==> config.mk <==
export PLATFORM = sky130hd
export DESIGN_NAME = lsu_align
export DESIGN_NICKNAME = d
export VERILOG_FILES = /design/src/rtl/lsu_pkg.sv /design/src/rtl/lsu_align_lane.sv /design/src/rtl/lsu_align.sv
export SDC_FILE = /design/constraint.sdc
export NUM_CORES = 1
export LEC_CHECK = 0
export ABC_AREA = 0
export CAP_MARGIN = 20
export CORE_MARGIN = 4
export CORE_UTILIZATION = 30
export DETAILED_ROUTE_END_ITERATION = 8
export MAX_ROUTING_LAYER = met4
export PLACE_DENSITY = 0.64
export SLEW_MARGIN = 5
export SYNTH_ARGS = -nofsm -noshare
export SYNTH_HDL_FRONTEND = slang
export SYNTH_SLANG_ARGS = --single-unit
export TNS_END_PERCENT = 50
==> constraint.sdc <==
create_clock -name clk -period 3.3 [get_ports clk]
set_input_delay 0.66 -clock clk [delete_from_list [all_inputs] [get_ports clk]]
set_output_delay 0.66 -clock clk [all_outputs]
set_load 0.03 [all_outputs]
==> src/rtl/lsu_pkg.sv <==
// Shared encodings for the load/store alignment unit.
// Access sizes, trap causes and FSM state type.
package lsu_pkg;

  localparam logic [1:0] SZ_B = 2'd0;
  localparam logic [1:0] SZ_H = 2'd1;
  localparam logic [1:0] SZ_W = 2'd2;

  localparam logic [3:0] CAUSE_LMA = 4'd4;
  localparam logic [3:0] CAUSE_LAF = 4'd5;
  localparam logic [3:0] CAUSE_SMA = 4'd6;
  localparam logic [3:0] CAUSE_SAF = 4'd7;

  typedef enum logic [1:0] {
    S_IDLE,
    S_ACCESS,
    S_WAIT,
    S_EXC
  } state_t;

endpackage

==> src/rtl/lsu_align_lane.sv <==
// Byte-lane steering: size/offset/wdata -> strobes and replicated
// store data; size/offset/uns/rdata -> extended load result.
module lsu_align_lane
  import lsu_pkg::*;
(
  input  logic [1:0]  size,
  input  logic [1:0]  off,
  input  logic        uns,
  input  logic [31:0] wdata,
  input  logic [31:0] rdata,
  output logic [3:0]  be,
  output logic [31:0] wdata_rep,
  output logic [31:0] rdata_ext
);

  logic [7:0]  b;
  logic [15:0] h;

  always_comb begin
    be        = 4'b0000;
    wdata_rep = 32'h0;
    unique case (1'b1)
      size == SZ_B: begin
        be        = 4'b0001 << off;
        wdata_rep = {4{wdata[7:0]}};
      end
      size == SZ_H: begin
        be        = 4'b0011 << {off[1], 1'b0};
        wdata_rep = {2{wdata[15:0]}};
      end
      size == SZ_W: begin
        be        = 4'b1111;
        wdata_rep = wdata;
      end
      default: begin
        be        = 4'b0000;
        wdata_rep = 32'h0;
      end
    endcase
  end

  always_comb begin
    b = rdata[7:0];
    unique case (off)
      2'd0: b = rdata[7:0];
      2'd1: b = rdata[15:8];
      2'd2: b = rdata[23:16];
      default: b = rdata[31:24];
    endcase
    h = off[1] ? rdata[31:16] : rdata[15:0];
  end

  always_comb begin
    rdata_ext = rdata;
    unique case (1'b1)
      size == SZ_B:
        rdata_ext = {{24{b[7] & ~uns}}, b};
      size == SZ_H:
        rdata_ext = {{16{h[15] & ~uns}}, h};
      default:
        rdata_ext = rdata;
    endcase
  end

endmodule

==> src/rtl/lsu_align.sv <==
// Load/store alignment unit: one access per handshake, traps on
// misaligned/out-of-range addresses, drives word memory with strobes.
module lsu_align
  import lsu_pkg::*;
#(
  parameter int MEM_WORDS = 65536,
  parameter int MEM_AW    = 16
) (
  input  logic              clk,
  input  logic              rst,
  input  logic              req_valid,
  output logic              req_ready,
  input  logic              req_we,
  input  logic [1:0]        req_size,
  input  logic              req_unsigned,
  input  logic [31:0]       req_addr,
  input  logic [31:0]       req_wdata,
  output logic              rsp_valid,
  output logic [31:0]       rsp_rdata,
  output logic              exc_valid,
  output logic [3:0]        exc_cause,
  output logic [31:0]       exc_tval,
  output logic              mem_en,
  output logic [3:0]        mem_we,
  output logic [MEM_AW-1:0] mem_addr,
  output logic [31:0]       mem_wdata,
  input  logic [31:0]       mem_rdata
);

  state_t      state;
  logic        we_q;
  logic        uns_q;
  logic [1:0]  size_q;
  logic [1:0]  off_q;

  logic        accept;
  logic        mis;
  logic        fault;
  logic        idle;
  logic [1:0]  l_size;
  logic [1:0]  l_off;
  logic        l_uns;
  logic [3:0]  l_be;
  logic [31:0] l_wdata;
  logic [31:0] l_rdata;

  assign idle   = (state == S_IDLE);
  assign accept = req_valid && req_ready;

  assign mis = (req_size == SZ_H && req_addr[0])
            || (req_size == SZ_W && req_addr[1:0] != 2'b00);
  assign fault = (req_size == 2'd3)
              || (req_addr[31:2] >= 30'(MEM_WORDS));

  // The single lane instance serves the store side while idle
  // (live request) and the load side afterwards (registered fields).
  assign l_size = idle ? req_size           : size_q;
  assign l_off  = idle ? req_addr[1:0]      : off_q;
  assign l_uns  = idle ? req_unsigned       : uns_q;

  lsu_align_lane u_lane (
    .size      (l_size),
    .off       (l_off),
    .uns       (l_uns),
    .wdata     (req_wdata),
    .rdata     (mem_rdata),
    .be        (l_be),
    .wdata_rep (l_wdata),
    .rdata_ext (l_rdata)
  );

  // Memory data arrives in WAIT, so the load result is steered
  // combinationally from mem_rdata in that cycle.
  assign rsp_rdata = (state == S_WAIT) ? l_rdata : 32'h0;

  always_ff @(posedge clk or negedge rst) begin
    if (!rst) begin
      state     <= S_IDLE;
      req_ready <= 1'b0;
      rsp_valid <= 1'b0;
      exc_valid <= 1'b0;
      exc_cause <= 4'h0;
      exc_tval  <= 32'h0;
      mem_en    <= 1'b0;
      mem_we    <= 4'h0;
      mem_addr  <= '0;
      mem_wdata <= 32'h0;
      we_q      <= 1'b0;
      uns_q     <= 1'b0;
      size_q    <= 2'd0;
      off_q     <= 2'd0;
    end else begin
      unique case (state)
        S_IDLE: begin
          req_ready <= 1'b1;
          if (accept) begin
            req_ready <= 1'b0;
            we_q      <= req_we;
            uns_q     <= req_unsigned;
            size_q    <= req_size;
            off_q     <= req_addr[1:0];
            if (mis || fault) begin
              state     <= S_EXC;
              exc_valid <= 1'b1;
              exc_tval  <= req_addr;
              if (mis)
                exc_cause <= req_we ? CAUSE_SMA : CAUSE_LMA;
              else
                exc_cause <= req_we ? CAUSE_SAF : CAUSE_LAF;
            end else begin
              state     <= S_ACCESS;
              mem_en    <= 1'b1;
              mem_addr  <= req_addr[MEM_AW+1:2];
              mem_we    <= req_we ? l_be : 4'h0;
              mem_wdata <= req_we ? l_wdata : 32'h0;
              rsp_valid <= req_we;
            end
          end
        end
        S_ACCESS: begin
          mem_en    <= 1'b0;
          mem_we    <= 4'h0;
          mem_wdata <= 32'h0;
          rsp_valid <= ~we_q;
          if (we_q) begin
            state     <= S_IDLE;
            req_ready <= 1'b1;
          end else begin
            state <= S_WAIT;
          end
        end
        S_WAIT: begin
          rsp_valid <= 1'b0;
          req_ready <= 1'b1;
          state     <= S_IDLE;
        end
        S_EXC: begin
          exc_valid <= 1'b0;
          exc_cause <= 4'h0;
          exc_tval  <= 32'h0;
          req_ready <= 1'b1;
          state     <= S_IDLE;
        end
        default: state <= S_IDLE;
      endcase
    end
  end

endmodule

After elaboration in Yosys (flattened, before gate mapping)

Index checks and enable logic that the tools add are counted.

Register bits: 100
Bits of input ports: 103
Output and inout port bits: 124
Word-level logic and storage cells: 97

$lt $le $gt $ge: 1
Equality and inequality tests: 14
Shift operators: 2
Muxes and demuxes: 42
Bitwise gates (word level): 5
Reduce and logical (&&, ||, !) cells: 19

Operators with widths:

| operator                                                             | count |
|---|---|
| two-way mux 32 bit                                                   | 6 |
| case mux 32 bit (2 select lines)                                     | 3 |
| case mux 32 bit (3 select lines)                                     | 1 |
| greater-or-equal comparator 30 x 17 -> 1 bit (second input constant) | 1 |
| case mux 8 bit (3 select lines)                                      | 1 |
| two-way mux 4 bit                                                    | 5 |
| two-way mux 16 bit                                                   | 1 |
| two-way mux 2 bit                                                    | 8 |
| case mux 4 bit (2 select lines)                                      | 2 |
| equality test 2 bit (second input constant)                          | 6 |
| case mux 4 bit (3 select lines)                                      | 1 |
| AND reduction 3 bit                                                  | 4 |
| two-way mux 1 bit                                                    | 9 |
| equality test 2 x 1 -> 1 bit (second input constant)                 | 4 |
| logical NOT 2 bit                                                    | 3 |
| inequality test 2 bit (second input constant)                        | 3 |
| case mux 1 bit (3 select lines)                                      | 2 |
| case mux 2 bit (3 select lines)                                      | 1 |
| nonzero test 2 bit                                                   | 3 |
| case mux 1 bit (2 select lines)                                      | 2 |
| << shifter 1 x 2 -> 4 bit (first input constant)                     | 1 |
| << shifter 2 x 2 -> 4 bit (first input constant)                     | 1 |
| logical AND 1 bit                                                    | 3 |
| logical OR 1 bit                                                     | 3 |
| other kinds (6)                                                      | 9 |

Logic depth before layout (Yosys ltp)

Word-level depth: 8
Mapped depth: 11
Gate-level depth less buffers: 7

By module

Synthesis repeated with hierarchy kept, for this count alone.

Cell total of the unflattened synthesis: 709
Area total of the unflattened synthesis: 6118.4 um^2

By module, submodules not included:

| module         | times used | cells each | area an instance (um^2) |
|---|---|---|---|
| lsu_align      | 1          | 502        | 4947.2 |
| lsu_align_lane | 1          | 207        | 1171.1 |

Worst setup path before layout

OpenSTA, ideal clock, no wires.

Path kind: reg2out
From: register state[0]
To: output rsp_rdata[10]
Arrival time: 2767 ps
Data required time: 2640 ps
Slack: -127 ps
Cell stages (with the launch flop): 10
Buffers on the path: 3
Cells stage by stage: dfrtp_1 inv_1 ha_1 buf_2 buf_4 buf_2 mux2_2 o21ai_1 a22oi_1 a21boi_0

Cells in the longest elaborated chain, start to end: 7
Elaborated cells between the ends (all ways): 16

Ends and longest elaborated chain:

| item                                        | line                 | text |
|---|---|---|
| from (decl)                                 | lsu_align.sv:30      | `state_t state;` |
| from (signal assigned)                      | lsu_align.sv:78      | `state <= S_IDLE;` |
| from (signal assigned)                      | lsu_align.sv:103     | `state <= S_EXC;` |
| from (signal assigned)                      | lsu_align.sv:111     | `state <= S_ACCESS;` |
| logical NOT 2 bit                           | lsu_align.sv:47      | `assign idle = (state == S_IDLE);` |
| two-way mux 2 bit                           | lsu_align.sv:58      | `assign l_off = idle ? req_addr[1:0] : off_q;` |
| equality test 2 bit (tied with other cells) | lsu_align_lane.sv:44 | `unique case (off)` |
| case mux 8 bit (3 select lines)             | lsu_align_lane.sv:44 |  |
| AND 1 bit                                   | lsu_align_lane.sv:57 | `rdata_ext = {{24{b[7] & ~uns}}, b};` |
| case mux 32 bit (2 select lines)            | lsu_align_lane.sv:55 | `unique case (1'b1)` |
| two-way mux 32 bit (*)                      | lsu_align.sv:74      | `assign rsp_rdata = (state == S_WAIT) ? l_rdata : 32'h0;` |
| to (decl)                                   | lsu_align.sv:19      | `output logic [31:0] rsp_rdata,` |

Mark *: on every way between the ends. The rest lies on a longest branch, timed or not.

Worst setup path after layout

From: register state[1]
To: output rsp_rdata[24]

The elaborated chain is that of the path after synthesis.

==> flow_metrics.tcl <==
set metrics [dict create \
    numPortBuffers 225 \
    start_util 0.309 \
    arrival_ns 2.55 \
    comb_power_share 0.621 \
    switchingPower_mw 3.48 \
    cts-buffers-inserted 9 \
    reg2reg_slack_ns 0.91 \
    clk_latency_ns 0.35 \
    dieArea_um2 21900 \
    fin_ws_ns 0.0896 \
    clkPwrFrac 0.145 \
    required_ns 2.64 \
    switching_share 0.468 \
    finalHoldViolations 0 \
    place_ws_ns -0.193 \
    period_minus_slack_ns 3.21 \
    cp_max_fo 7 \
    drt_iter0_drc 528 \
    slew-limit-headroom 0.478 \
    synth_top_cell_area_share 0.417 \
    synth_area_per_cell_um2 8.59 \
    syn2layout_area_growth_pct 51.6 \
    ys.flop_type "dfrtp_1" \
    yosysSeqAreaShare 0.417 \
    antenna_cells 0 \
    regArea_um2 2450 \
    first_global_vias 6055 \
    start_kind "flip-flop" \
    dp_hpwl_um 15300 \
    grt_pass1_wl_um 34000 \
    place_congestion 0.824 \
    multiInputGateArea_um2 3250 \
    grt_max_degree 54 \
    async_flop_share 1.00 \
    dpl.cell_count 1150 \
    fmax_ghz 0.311 \
    synth_edf_count 0 \
    core-area_um2 19000 \
    ys_ff_latch 98 \
    power_density_nw_per_um2 833 \
    routed_wl_um 21800 \
    crit_path_end_kind "primary output" \
    p_leak_nw 3.78 \
    root_buffer "clkbuf_16" \
    vias_per_cell 5.33 \
    syn_area_um2 5880 \
    ant_nets 0 \
    syn_nets 792 \
    cts.clk_slew.worst_paths_ns 0.07 \
    ios 227 \
    grt-ovfl-total 0 \
    drive_above_1_share 0.167 \
    finClkSkew_ns 0.0132 \
    slew_viol_final 0 \
    synthTopCellsByArea "dfrtp_1, nand2_1, a21oi_1" \
    cts_buffer_depth 2 \
    wl_per_cell_um 18.6 \
    fp.dieH_um 148 \
    cts_hold_buf 0 \
    nets 1016 \
    synth_cell_types 53 \
    power.internal_mw 3.95 \
    drv_cap 0 \
    tightest_slew_ns 0.782 \
    status "complete, no violations" \
    clock_sinks 98 \
    dr.max_layer_used "met4" \
    period_share 0.973 \
    ir_worst_vdd_v 0.000479 \
    synth_top_area_cell "dfrtp_1" \
    die_w_um 148 \
    vias 6260 \
    num_rows 50 \
    grt_usage 0.197 \
    drtPass1Iterations 6 \
    fillerInstances 1890 \
    hold_class "input port to async pin" \
    h-tree-depth 3 \
    synth_cells 685 \
    seq_power_share 0.234 \
    drc 0 \
    wl_met1_um 9800 \
    criticalPathCategory "flip-flop to primary output" \
    met2WireLength_um 10100 \
    cts_tree "done" \
    wl_met3_um 1510 \
    setup_viol_count_final 0 \
    antenna_found_initial 0 \
    ys.warnings.count 0 \
    fin_cells 1174 \
]
==> flip-flops by register name, summed over array words and instances (netlist names), 2 cells and up <==
| name | count |
|---|---|
| size_q | 2 |
| off_q | 2 |
| mem_wdata | 32 |
| exc_cause | 3 |
| mem_addr | 16 |
| exc_tval | 32 |
| state | 2 |
| mem_we | 4 |
==> area by class of cell <==
class | count | area share
multi-input cells | 518 | 0.364
repair buffers | 276 | 0.290
flip-flops and latches | 98 | 0.275
well taps | 260 | 0.0365
clock buffers | 12 | 0.0265
clock inverters | 4 | 0.00575
inverters | 6 | 0.00253
==> stage by stage <==
step / TNS [ns] / cell area, um^2 / utilization / hold WS, ns / power, mW
2_1_floorplan: -0.254 / 5880 / - / 0.364 / 4.40
3_3_place_gp: -0.909 / 8470 / 0.445 / 0.453 / 6.08
5_1_grt: -0.00519 / 8920 / 0.469 / 0.396 / 7.92
6_report: 0 / 8920 / 0.469 / 0.363 / 7.43
4_1_cts: 0 / 8780 / 0.461 / 0.383 / 7.26
3_5_place_dp: -1.29 / 8470 / 0.445 / 0.459 / 6.12
==> cells in the mapped netlist (5+ instances only) <==
master	number
a21oi_1	50
nand3_1	38
a222oi_1	7
dfrtp_1	98
a22o_1	16
o21ai_2	8
buf_4	5
a31oi_1	20
o211ai_1	21
o21ai_1	11
buf_2	10
and3_1	18
mux2i_1	16
o21ai_0	36
mux2_2	19
nor2_1	31
nor2b_1	13
o2111ai_1	19
a22oi_1	20
nand2_1	125
clkbuf_1	44
==> power groups by stage <==
stage,logic (mW),clock network (mW),registers [mW]
4_1_cts,4.43,1.10,1.73
2_1_floorplan,2.28,0,2.12
3_5_place_dp,4.37,0,1.75
3_3_place_gp,4.34,0,1.74
6_report,4.61,1.07,1.74
5_1_grt,4.99,1.15,1.78
==> repair_timing <==
item,4_1_cts,5_1_grt
gates cloned,0,1
gates resized for setup,4,25
buffers inserted,0,7
pin swaps,1,2
setup endpoints to repair,32,32
==> final timing paths <==
path,cells past startpoint,from,end
worst max-delay path,11,state[1],rsp_rdata[24]
worst min-delay path,1,rst,mem_addr[6]
worst max register to register,8,state[0],mem_we[1]
worst min register to register,2,we_q,we_q
max in group asynchronous,2,rst,mem_wdata[2]
min in group clk,2,we_q,we_q
==> layer usage <==
layer  vias to the layer above  global-route usage
li1                       2967                   -
met2                       222               0.306
met1                      3046               0.264
met3                        25              0.0454
met4                         0              0.0416
met5                         -                   -
==> critical path, stage by stage (launching register included) <==
cell	delay (ns)
dfrtp_1	0.41
inv_2	0.07
ha_4	0.19
buf_4	0.18
buf_4	0.14
nor3b_1	0.13
o21a_1	0.20
o221a_4	0.30
a21oi_4	0.21
buf_6	0.16
nor2_1	0.05
buf_4	0.17
==> cells in the final DEF (no fill, tap or decap), drive strengths merged, types with 2 or more instances in the layout <==
cell type	instances
nor3	4
inv	7
o21a	2
a31oi	20
o211ai	21
clkdlybuf4s50	191
a211oi	2
o31ai	4
nor4	4
nor2	31
nor2b	13
xnor2	2
or3	3
a221oi	2
o2111ai	19
ha	4
a21boi	7
a22oi	20
nand2b	3
o21ai	55
clkbuf	12
and3	18
and2	2
a222oi	7
buf	84
nand3	38
a22o	16
a21oi	51
mux2	19
mux2i	16
nand2	125
dfrtp	98
==> kinds of logic (layout without fill, tap and decap cells) <==
logic type,count (synthesis),in the layout,share of synthesized area
compound gates,231,231,0.266
xor+xnor,2,2,0.00298
fa+ha+maj,4,4,0.00851
buf+inv,69,298,0.0506
flops,98,98,0.417
mux,35,35,0.0636
other cells,1,1,0.000638
simple gates,245,245,0.191
No activity file was read; power rests on OpenSTA's default activity.
